**src/rtl/if_pkg.sv**
```systemverilog
// Shared types and constants for the instruction fetch stage.
package if_pkg;

  localparam int unsigned PC_W    = 16;
  localparam int unsigned INSTR_W = 16;

  localparam logic [INSTR_W-1:0] NOP_DEFAULT = 16'h0000;

  typedef enum logic [1:0] {
    StFetch,
    StHold,
    StDrop
  } fetch_state_t;

  typedef struct packed {
    logic [PC_W-1:0]    pc;
    logic [PC_W-1:0]    pc_plus2;
    logic [INSTR_W-1:0] instr;
  } fetch_word_t;

  function automatic logic [PC_W-1:0] pc_inc(input logic [PC_W-1:0] pc);
    return pc + PC_W'(2);
  endfunction

  // Instruction addresses are halfword aligned.
  function automatic logic [PC_W-1:0] pc_align(input logic [PC_W-1:0] pc);
    return pc & ~PC_W'(1);
  endfunction

endpackage

```
**src/rtl/if_fetch_unit.sv**
```systemverilog
// Instruction fetch stage: owns the PC, talks req/ack to instruction memory and
// feeds {pc, pc+2, instr, valid} to IF/ID, honouring stalls and redirects.
module if_fetch_unit
  import if_pkg::*;
#(
  parameter logic [PC_W-1:0]    RESET_PC  = 16'h0000,
  parameter logic [INSTR_W-1:0] NOP_INSTR = NOP_DEFAULT
) (
  input  logic               clk,
  input  logic               reset,
  input  logic               stall_i,
  input  logic               redirect_valid_i,
  input  logic [PC_W-1:0]    redirect_pc_i,
  output logic               imem_req_o,
  output logic [PC_W-1:0]    imem_addr_o,
  input  logic               imem_ack_i,
  input  logic [INSTR_W-1:0] imem_rdata_i,
  output logic [PC_W-1:0]    pc_o,
  output logic [PC_W-1:0]    pc_plus2_o,
  output logic [INSTR_W-1:0] instr_o,
  output logic               instr_valid_o
);

  localparam fetch_word_t ResetWord = '{pc: '0, pc_plus2: '0, instr: NOP_INSTR};

  fetch_state_t state_q, state_d;
  logic [PC_W-1:0] pc_q, pc_d;
  logic [PC_W-1:0] drop_addr_q, drop_addr_d;
  fetch_word_t     out_q, out_d;
  fetch_word_t     hold_q, hold_d;
  logic            valid_q, valid_d;
  fetch_word_t     fetched;

  assign fetched = '{pc: pc_q, pc_plus2: pc_inc(pc_q), instr: imem_rdata_i};

  // Request is a pure function of state so it stays stable until ack.
  assign imem_req_o  = (state_q != StHold);
  assign imem_addr_o = (state_q == StDrop) ? drop_addr_q : pc_q;

  always_comb begin
    state_d     = state_q;
    pc_d        = pc_q;
    drop_addr_d = drop_addr_q;
    out_d       = out_q;
    hold_d      = hold_q;
    valid_d     = valid_q;

    if (redirect_valid_i) begin
      pc_d        = pc_align(redirect_pc_i);
      out_d.instr = NOP_INSTR;
      valid_d     = 1'b0;
      unique case (state_q)
        StFetch: begin
          if (imem_ack_i) begin
            state_d = StFetch;
          end else begin
            // The pending request must still complete; remember its address.
            drop_addr_d = pc_q;
            state_d     = StDrop;
          end
        end
        StHold:  state_d = StFetch;
        StDrop:  state_d = StDrop;
        default: state_d = StFetch;
      endcase
    end else begin
      unique case (state_q)
        StFetch: begin
          if (imem_ack_i) begin
            pc_d = pc_inc(pc_q);
            if (stall_i) begin
              hold_d  = fetched;
              state_d = StHold;
            end else begin
              out_d   = fetched;
              valid_d = 1'b1;
            end
          end else if (!stall_i) begin
            out_d.instr = NOP_INSTR;
            valid_d     = 1'b0;
          end
        end
        StHold: begin
          if (!stall_i) begin
            out_d   = hold_q;
            valid_d = 1'b1;
            state_d = StFetch;
          end
        end
        StDrop: begin
          if (!stall_i) begin
            out_d.instr = NOP_INSTR;
            valid_d     = 1'b0;
          end
          if (imem_ack_i) begin
            state_d = StFetch;
          end
        end
        default: state_d = StFetch;
      endcase
    end
  end

  always_ff @(posedge clk or posedge reset) begin
    if (reset) begin
      state_q     <= StFetch;
      pc_q        <= pc_align(RESET_PC);
      drop_addr_q <= '0;
      out_q       <= ResetWord;
      hold_q      <= ResetWord;
      valid_q     <= 1'b0;
    end else begin
      state_q     <= state_d;
      pc_q        <= pc_d;
      drop_addr_q <= drop_addr_d;
      out_q       <= out_d;
      hold_q      <= hold_d;
      valid_q     <= valid_d;
    end
  end

  assign pc_o          = out_q.pc;
  assign pc_plus2_o    = out_q.pc_plus2;
  assign instr_o       = out_q.instr;
  assign instr_valid_o = valid_q;

endmodule

```
**config.mk**
```make
export PLATFORM = sky130hd
export DESIGN_NAME = if_fetch_unit
export DESIGN_NICKNAME = d
export VERILOG_FILES = /design/src/rtl/if_pkg.sv /design/src/rtl/if_fetch_unit.sv
export SDC_FILE = /design/constraint.sdc
export NUM_CORES = 1
export LEC_CHECK = 0
export ABC_AREA = 0
export CORE_MARGIN = 2
export CORE_UTILIZATION = 54
export DETAILED_ROUTE_END_ITERATION = 6
export GPL_ROUTABILITY_DRIVEN = 0
export PLACE_DENSITY = 0.82
export SETUP_SLACK_MARGIN = 0.5
export SLEW_MARGIN = 20
export SYNTH_ARGS = -nofsm -noshare
export SYNTH_HDL_FRONTEND = slang
export SYNTH_SLANG_ARGS = --single-unit
```
**constraint.sdc**
```tcl
create_clock -name clk -period 4.81 [get_ports clk]
set_input_delay 0.481 -clock clk [delete_from_list [all_inputs] [get_ports clk]]
set_output_delay 0.481 -clock clk [all_outputs]
set_load 0.01 [all_outputs]
```
# After elaboration in Yosys (flattened, before gate mapping)
# Index checks and enable logic that the tools add are counted.
[word_totals]
register_bits = 131
output_inout_bits = 66
rom_bits = 0
word_cells = 60
mem_bits_rw = 0
latch_bits = 0
inputBits = 37
memories = 0
[op_classes]
order_cmp = 0
n_reduce_logical = 11
div = 0
bitwise_logic = 2
mux = 25
mul = 0
n_addsub = 1
eq_ne = 11
shifts = 0
[op_table]
columns = ["operator", "n"]
rows = [
  ["2-to-1 mux 16 bit", 7],
  ["2-to-1 mux 48 bit", 2],
  ["case mux 32 bit (2 select lines)", 1],
  ["case mux 16 bit (3 select lines)", 1],
  ["2-to-1 mux 32 bit", 1],
  ["adder 16 x 2 -> 16 bit (second input constant)", 1],
  ["2-to-1 mux 2 bit", 6],
  ["!= test 3 bit (second input constant)", 4],
  ["AND reduction 4 bit", 2],
  ["!= test 2 bit (second input constant)", 3],
  ["case mux 2 bit (3 select lines)", 1],
  ["AND reduction 3 bit", 2],
  ["nonzero test 2 bit", 3],
  ["AND reduction 5 bit", 1],
  ["2-to-1 mux 1 bit", 4],
  ["!= test 4 bit (second input constant)", 1],
  ["case mux 2 bit (2 select lines)", 1],
  ["nonzero test 4 bit", 1],
  ["case mux 1 bit (3 select lines)", 1],
  ["== test 2 x 1 -> 1 bit (second input constant)", 1],
  ["== test 2 bit (second input constant)", 1],
  ["logical NOT 2 bit", 1],
  ["!= test 2 x 1 -> 1 bit (second input constant)", 1],
  ["NOT 1 bit", 2],
  ["AND reduction 2 bit", 1],
]

# Depth between registers and ports, before layout
# Gate-level depths: netlist (run 1).
[logic_depth]
depth_word = 5
ltp_mapped = 8
mapped_depth_nobuf = 6

# Least setup slack after synthesis (run 1)
# No wires, ideal clock.
[synth_timing]
kind = "reg2out"
from = "register state_q[0]"
to = "output port imem_addr_o[10]"
setup_slack_ns = 2.660
stages_incl_launch_ff = 6
t_required_ns = 4.329
arrival_time_ns = 1.669
path_cell_list = "dfrtp_1 > inv_1 > ha_1 > clkbuf_1 > buf_1 > mux2_2"
[synth_between]
elab_chain_len = 2
[synth_lines]
columns = ["element", "line", "rtl"]
rows = [
  ["start: declaration", "if_fetch_unit.sv:26", "fetch_state_t state_q, state_d;"],
  ["start signal: assignment", "if_fetch_unit.sv:106", "state_q <= StFetch;"],
  ["start signal: assignment", "if_fetch_unit.sv:113", "state_q <= state_d;"],
  ["== test 2 bit", "if_fetch_unit.sv:38", "assign imem_addr_o = (state_q == StDrop) ? drop_addr_q : pc_q;"],
  ["2-to-1 mux 16 bit", "if_fetch_unit.sv:38", ""],
  ["end: declaration", "if_fetch_unit.sv:15", "output logic [PC_W-1:0] imem_addr_o,"],
]
# No other way between the ends.

# Worst setup path after layout (run 1)
[layout_timing]
from = "register state_q[1]"
to = "output port imem_req_o"
[layout_between]
elab_chain_len = 1
[layout_lines]
columns = ["element", "line", "rtl"]
rows = [
  ["!= test 2 x 1 -> 1 bit", "if_fetch_unit.sv:37", "assign imem_req_o = (state_q != StHold);"],
  ["end: declaration", "if_fetch_unit.sv:14", "output logic imem_req_o,"],
]
# No other way between the ends.

==> results of run 1 <==
-- worst max-delay path, cell delays in order (launching register included) --
cell and delay, ns:
dfrtp_1 0.42, inv_1 0.12, ha_2 0.35, buf_4 0.52, clkinv_1 0.42, clkdlybuf4s50_1 0.58
-- per-layer routing --
metal	global-route usage, %	up-vias	wire (µm)	part of all wire (%)
met5	0	-	0	0
met4	11.1	0	381	2.3
met3	7.92	27	1240	7.4
met2	46.0	211	8490	51
met1	32.9	2688	6600	39
li1	-	2462	-	-
-- sequential cells by signal, indices dropped and copies added, names as in the netlist --
register and count:
drop_addr_q 15, hold_q 46, instr_o 16, instr_valid_o 1
pc_o 15, pc_plus2_o 15, pc_q 15, state_q 2
-- area by class of cell --
cell class | count | area, µm²
fillers | 883 | 3910
flip-flops and latches | 125 | 3130
multi-input cells | 441 | 3030
repair buffers | 106 | 1040
clock buffers | 22 | 464
well taps | 147 | 184
clock inverters | 10 | 90.1
inverters | 16 | 62.6
-- cells in the final DEF, fill, tap and decap left out, types with 16 or more instances in the layout --
master           netlist  routed
a211o_1               17      17
a21oi_1               25      25
o21ai_0               80      80
dfrtp_1              125     125
nand2_1               65      65
a211oi_1              16      16
nand3_1               21      21
xnor2_1               16      16
mux2_2                53      53
mux2i_1               20      20
clkbuf_16              0      17
clkdlybuf4s50_1        0      97
-- power by group through the flow --
stage               Combinational, mW  Sequential [mW]  Clock [mW]
floorplan                        1.25             1.76           0
global placement                 1.92             1.74           0
detailed placement               2.01             1.77           0
CTS                              2.03             1.76        1.21
global route                     2.21             1.82        1.26
finish                           2.03             1.77        1.21
-- cells by family after synthesis --
family	count (synthesis)	share of synthesized area, %
other cells	1	0.0575
flops	125	47.9
simple gates	143	11.0
xor+xnor	19	2.55
fa+ha+maj	6	1.15
buf+inv	78	5.72
compound gates	197	19.4
mux	73	12.2
-- worst paths after layout --
check                           depth (start not counted)  slack (ns)        from              to
worst max-delay path                                    5        1.47  state_q[1]      imem_req_o
worst min-delay path                                    2        0.48  hold_q[44]      hold_q[44]
worst max register to register                          6        2.03  state_q[0]        pc_o[10]
worst min register to register                          2        0.48  hold_q[44]      hold_q[44]
max in group asynchronous                               3        3.25       reset  pc_plus2_o[12]
min in group asynchronous                               2        0.54       reset   pc_plus2_o[9]
-- metrics by stage --
step | util (%) | power (mW) | hold WS (ns)
2_1_floorplan | - | 3.01 | 0.449
3_3_place_gp | 62.5 | 3.65 | 0.459
3_5_place_dp | 62.5 | 3.78 | 0.471
4_1_cts | 67.1 | 5.00 | 0.483
5_1_grt | 67.1 | 5.30 | 0.491
6_report | 67.1 | 5.01 | 0.478
==> summary.md, run 1 <==
| Metric | Value |
|---|---|
| Status | finished clean |
| Max Clock Freq | 299 MHz |
| All-Layer GR Usage | 27.2% |
| Worst-path clk slew | 0.06 ns |
| Die width | 114 µm |
| Clk network pwr share | 24.1% |
| Unrepaired setup endpoints after global routing | no |
| WL per Instance | 19.3 µm |
| Final hold vios | 0 |
| H-tree levels | 4 |
| Clock tree from TritonCTS | built |
| Worst setup margin | 1.47 ns |
| Gate Count Post-Synth | 642 |
| Synth warnings | 0 |
| Antenna-violating nets left | 0 |
| Worst Tran Pin Value | 0.986 ns |
| Top-count cell post-synth | dfrtp_1 |
| Sw Share | 35.9% |
| N_diodes | 0 |
| Leakage power | 3.29 nW |
| Fraction of layout instances using a drive strength above 1 | 14.4% |
| Total CTS buffers | 17 |
| Clock Tree Buf Depth | 2 |
| Pwr Density | 626 nW/µm² |
| Routed wire length | 16700 µm |
| Setup Skew | 0.0113 ns |
| Post-synth top cells | dfrtp_1 (125), o21ai_0 (80), nand2_1 (65) |
| DP Wirelength | 10500 µm |
| Post-synth EDFFs | 0 |
| Post-route insts no fill | 867 |
| Syn Area/Cell | 10.2 µm² |
| P&R area growth vs syn | 22.6% |
| IO buf count | 98 |
| Die H | 114 µm |
| Final TNS setup | 0 ns |
| Later-pin clock latency in the skew report | 0.43 ns |
| Sw power | 1.80 mW |
| # IOs | 103 |
| Share of the yosys chip area belonging to registers | 47.9% |
| Setup Buffers After CTS | 0 |
| Async SR Flop Fraction | 100% |
| Grt ovf | 0 |
| Num Clock Sinks | 125 |
| Worst EP arrival | 2.86 ns |
| Cell taking the most area after synthesis | dfrtp_1 |
| DRT iter0 DRCs | 448 |
| Die area | 13000 µm² |
| Final Cell Area | 8000 µm² |
| # DRC | 0 |
| Cell area after synthesis | 6520 µm² |
| Area fraction of the dominant cell type after synthesis | 47.9% |
| Slew headroom | 34.3% |
| Crit. End Element | output pin |
| HP Class | reg2reg |
| Worst slack at placement | 1.88 ns |
| Hold Buf Count CTS | 0 |
| Initial antenna violation count | 0 |
| Placed cell count | 835 |
| Core Footprint | 11900 µm² |
| Vias per cell | 6.21 |
| Top FF cell, synth | dfrtp_1 |
| Crit path max fanout | 39 |
| Site Rows | 40 |
| Comb power frac | 40.6% |
| Kind of start point of the critical path | register |
| NumNets Final | 750 |
| Global-route wire length before repair | 27600 µm |
| CP Data Required Time | 4.33 ns |
| Netlist cell types | 53 |
| Post-CTS sizing | 0 |
| Fin. max-slew vios | 0 |
| Critical path class | reg2out |
| Placed instance area | 7440 µm² |
| Top cells by area, synth | dfrtp_1 (48%), mux2_2 (9.1%), o21ai_0 (6.1%), nand2_1 (3.7%), mux2i_1 (3.1%) |
| Starting Density | 54.8% |
| # setup viols final | 0 |
| Largest net degree at the start of global routing | 65 |
| Share of total power in sequential cells | 35.3% |
| Number of max-cap violations | 0 |
| Cell internal pwr | 3.21 mW |
| Worst vdd ir | 433 µV |
| Final cycle utilization of the critical path | 69.5% |
| Vias in the first global route | 5521 |
| Minimum clock period | 3.34 ns |
| Via count | 5388 |
| Root Buffer | clkbuf_16 |
| DRT Pass-1 Iters | 5 |
| #FFs+latches synth | 125 |
(Power assumes the default switching activity.)
==> run 2, diff against run 1 <==
- CORE_UTILIZATION: 54 -> 49
- PLACE_DENSITY: 0.82 -> 0.79
- clock period: 4.81 -> 3 ns (I/O delays scaled with it)
==> summary.md, run 2 (synthesis results as in run 1) <==
| Metric | Value |
|---|---|
| Slew headroom | 54.1% |
| Grt ovf | 0 |
| Commonest non-fill, non-tap cells in the layout | dfrtp_1 (124), clkdlybuf4s50_1 (96), o21ai_0 (80), nand2_1 (64), mux2_2 (53) |
| N_diodes | 0 |
| Die width | 119 µm |
| Largest net degree at the start of global routing | 126 |
| # setup viols final | 0 |
| NumNets Final | 759 |
| Initial antenna violation count | 0 |
| Core Footprint | 13100 µm² |
| Number of max-cap violations | 0 |
| Status | finished clean |
| Clock Tree Buf Depth | 2 |
| Max reg flops | 46 |
| Hold Buf Count CTS | 0 |
| Worst Tran Pin Value | 0.687 ns |
| Top reg by flops | hold_q |
| Antenna-violating nets left | 0 |
| Pwr Density | 1010 nW/µm² |
| Final hold vios | 0 |
| Critical path class | reg2out |
| Setup Skew | 0.00798 ns |
| H-tree levels | 4 |
| Num Clock Sinks | 125 |
| Kind of start point of the critical path | register |
| # DRC | 0 |
| DP Wirelength | 10600 µm |
| Total CTS buffers | 17 |
| Fraction of layout instances using a drive strength above 1 | 16.0% |
| Hold slack final | 0.423 ns |
| Vias per cell | 6.02 |
| Final cycle utilization of the critical path | 81.7% |
| P&R area growth vs syn | 26.1% |
| HP Class | in2async |
| Vias in the first global route | 5411 |
| Worst vdd ir | 578 µV |
| Worst slack at placement | 0.166 ns |
| Unrepaired setup endpoints after global routing | yes |
| Worst EP arrival | 2.15 ns |
| Global-route wire length before repair | 27300 µm |
| Worst-path clk slew | 0.05 ns |
| Commonest non-fill, non-tap cell in the layout | dfrtp_1 |
| Crit path max fanout | 13 |
| WL per Instance | 18.9 µm |
| Starting Density | 49.7% |
| Max Clock Freq | 408 MHz |
| Die H | 119 µm |
| Worst setup margin | 0.549 ns |
| Fin. max-slew vios | 0 |
| Die area | 14300 µm² |
| CP Data Required Time | 2.70 ns |
| Via count | 5433 |
| Site Rows | 42 |
| # IOs | 103 |
| Leakage power | 3.39 nW |
| Later-pin clock latency in the skew report | 0.42 ns |
| Minimum clock period | 2.45 ns |
| Root Buffer | clkbuf_16 |
| IO buf count | 98 |
| DRT iter0 DRCs | 440 |
| Clock tree from TritonCTS | built |
| Routed wire length | 17000 µm |
| Crit. End Element | output pin |
| DRT Pass-1 Iters | 5 |
| Final TNS setup | 0 ns |
| All-Layer GR Usage | 24.2% |
==> run 2: final timing paths <==
check	start	end	slack, ns	depth (start not counted)
max	state_q[0]	imem_addr_o[11]	0.55	5
min	reset	hold_q[25]	0.42	3
max reg2reg	state_q[0]	instr_o[9]	0.69	7
min reg2reg	hold_q[22]	hold_q[22]	0.48	1
max in group asynchronous	reset	pc_plus2_o[1]	2.07	3
min in group clk	redirect_pc_i[10]	pc_q[10]	0.44	3
==> run 2: through the flow <==
stage          power [mW]  utilization [%]  std cells  instance area [µm²]
5_1_grt              8.79             62.6        903                 8230
3_3_place_gp         5.89             57.3        869                 7530
6_report             8.31             62.6        903                 8230
3_5_place_dp         6.09             57.3        869                 7530
4_1_cts              8.26             62.3        900                 8180
2_1_floorplan        4.83                -        644                 6540
==> run 2: final cells by class <==
cell class | count | area, µm²
repair buffers | 114 | 1150
clock buffers | 23 | 468
flip-flops and latches | 125 | 3130
fillers | 1023 | 4910
multi-input cells | 442 | 3080
well taps | 176 | 220
clock inverters | 7 | 114
inverters | 16 | 65.1
==> run 2: repair_timing <==
action / CTS / global route
cloned: 1 / 1
pin swaps: 0 / 1
setup buffers: 0 / 2
resized for setup: 7 / 8
setup endpoints to repair: 15 / 57
==> run 2: worst max-delay path, cell delays in order, from the launching register on <==
cell and delay [ns]:
dfrtp_2 0.44, inv_2 0.11, ha_4 0.18, buf_12 0.16
mux2_2 0.35, clkdlybuf4s50_1 0.48
==> run 2: routing by layer <==
metal	global-route usage [%]	wire, µm	vias to the layer above
met4	10.1	357	0
met3	6.37	1120	36
met5	0	0	-
met1	30.0	6820	2704
met2	40.2	8750	209
li1	-	-	2484
==> run 2: report_power, final <==
| group | internal (mW) | total, mW | switching, mW |
|---|---|---|---|
| logic | 1.72 | 3.43 | 1.72 |
| clock network | 1.34 | 2.03 | 0.692 |
| registers | 2.39 | 2.85 | 0.462 |
| total | 5.44 | 8.31 | 2.87 |
==> RTL change, RTL diff (config.mk and constraints of run 1) <==
Re-encode `fetch_state_t` (3 states) as one-hot, 3 bits wide.
--- a/src/rtl/if_pkg.sv
+++ b/src/rtl/if_pkg.sv
@@ -7,8 +7,8 @@
   localparam logic [INSTR_W-1:0] NOP_DEFAULT = 16'h0000;
 
-  typedef enum logic [1:0] {
-    StFetch,
-    StHold,
-    StDrop
+  typedef enum logic [2:0] {
+    StFetch = 3'b001,
+    StHold  = 3'b010,
+    StDrop  = 3'b100
   } fetch_state_t;
 
Behaviour: same outputs for any inputs over 4 cycles, from zero or initial values and one cycle with reset high; so few cycles prove little.
==> RTL change against run 1 <==
  * Design area decreased by 4.0%
  * Wire length decreased by 4.1%
  * First-iteration DRC count grew 37%
  * Non-clock buffer count grew 1
  * Synthesized area fell by 5.4%
  * Setup slack got worse by 0.10 ns
  * Critical path depth decreased by 1
  * Worst hold slack got worse by 0.0062 ns
  * Sequential cell count increased by 1
  * Largest cell class unchanged
Power is not compared: it rests on default switching activity, and its combinational part moved more than twofold at a synthesized area within 25%.
==> RTL change: results (changes against run 1) <==
metric	value	unit	change
ys_async_sr_fraction	1.00		unchanged
synth_seq_area_share	0.511		+0.0319
diodes	0		unchanged
yosysWarnings	0		unchanged
synth-adder-area-share	0.00203		-0.00948
synthMuxAreaShare	0.107		-0.0151
slowest_stage	nor2_2		
clk-insertion-delay-late	0.41	ns	-0.02 ns
dp_hpwl	10100	um	-4.1%
avgViaCountPerCell	6.18		-0.61%
drive_gt1_frac	0.0943		-0.0501
grt_pass1_vias	5123		-7.2%
hp-class	reg2reg		
synthXorXnorAreaFrac	0.0270		+0.00147
wl_per_cell	19.3	um	about the same
synth_area_per_cell	10.2	sq um	about the same
nets	715		-4.7%
worst_slew_pin_slew	1.01	ns	+0.0209 ns
crit_fanout	18		-54%
cts_root_buffer	clkbuf_16		
grt.total_usage	0.266		-0.00673
max_stage_delay	0.74	ns	+0.16 ns
drt_first_pass_iters	7		+2
grt_pass1_wl	25900	um	-6.1%
synth_cell_types	53		unchanged
irDropWorstVdd	0.000257	V	
outcome	finished clean		
antenna_found_initial	0		unchanged
first_iter_violations	614		+37%
top_register	hold_q		
clock-skew-final	0.00800	ns	-0.00331 ns
ff2ff_path_depth	4		-2
ys_top_cells_by_count	dfrtp_1, nand2_1, o21ai_1, mux2_1		
synth_area_leaders	dfrtp_1, mux2_1, nand2_1		
dpl_cell_area	7150	sq um	-4.0%
numPortBuffers	98		unchanged
numCtsBuffers	17		unchanged
synth-compound-area-share	0.162		-0.0316
critPathTopFamily	simple AND/OR/NAND/NOR gates		
fillers	824		-6.7%
grt_max_degree	70		+7.7%
arrival	2.96	ns	+0.10 ns
-- RTL change: report_power, final --
| group | internal (mW) | switching (mW) |
|---|---|---|
| sequential | 1.41 | 0.238 |
| combinational | 0.537 | 0.437 |
| clock | 0.679 | 0.463 |
| total | 2.62 | 1.14 |
-- RTL change: through the flow --
stage | utilization | hold slack, ns | instances | worst slack [ns]
after floorplan | - | 0.442 | 609 | 0.975
after global placement | 0.634 | 0.454 | 801 | 1.79
after detailed placement | 0.634 | 0.462 | 801 | 1.72
after CTS | 0.681 | 0.475 | 832 | 1.38
after global routing | 0.681 | 0.497 | 832 | 1.25
final | 0.681 | 0.472 | 832 | 1.37
-- RTL change: area by class of cell --
cell class	count	share of cell area
Sequential cell	126	0.411
Tap cell	143	0.0233
Clock inverter	10	0.00880
Clock buffer	21	0.0600
Inverter	6	0.00326
Timing Repair Buffer	107	0.136
Multi-Input combinational cell	419	0.358
-- RTL change: per-layer routing --
layer,track usage,wire (um)
met2,0.431,7820
met1,0.341,6390
met3,0.0689,1320
met5,0,0
met4,0.112,481
-- RTL change: tightest hold or removal path: stages (launching register included) --
cell and delay (ns):
dfrtp_1 0.33, nand2_1 0.04, o21ai_0 0.06
-- RTL change: path summary, 6_finish.rpt --
check	slack, ns	endpoint	start
max in group asynchronous	3.25	pc_q[5]$_DFFE_PP0P_	reset
max	1.37	imem_addr_o[8]	state_q[2]$_DFFE_PP0P_
max reg2reg	2.26	hold_q[40]$_DFFE_PP0P_	state_q[2]$_DFFE_PP0P_
min in group asynchronous	0.62	hold_q[11]$_DFFE_PP0P_	reset
min reg2reg	0.47	hold_q[31]$_DFFE_PP0P_	hold_q[31]$_DFFE_PP0P_
min	0.47	hold_q[31]$_DFFE_PP0P_	hold_q[31]$_DFFE_PP0P_
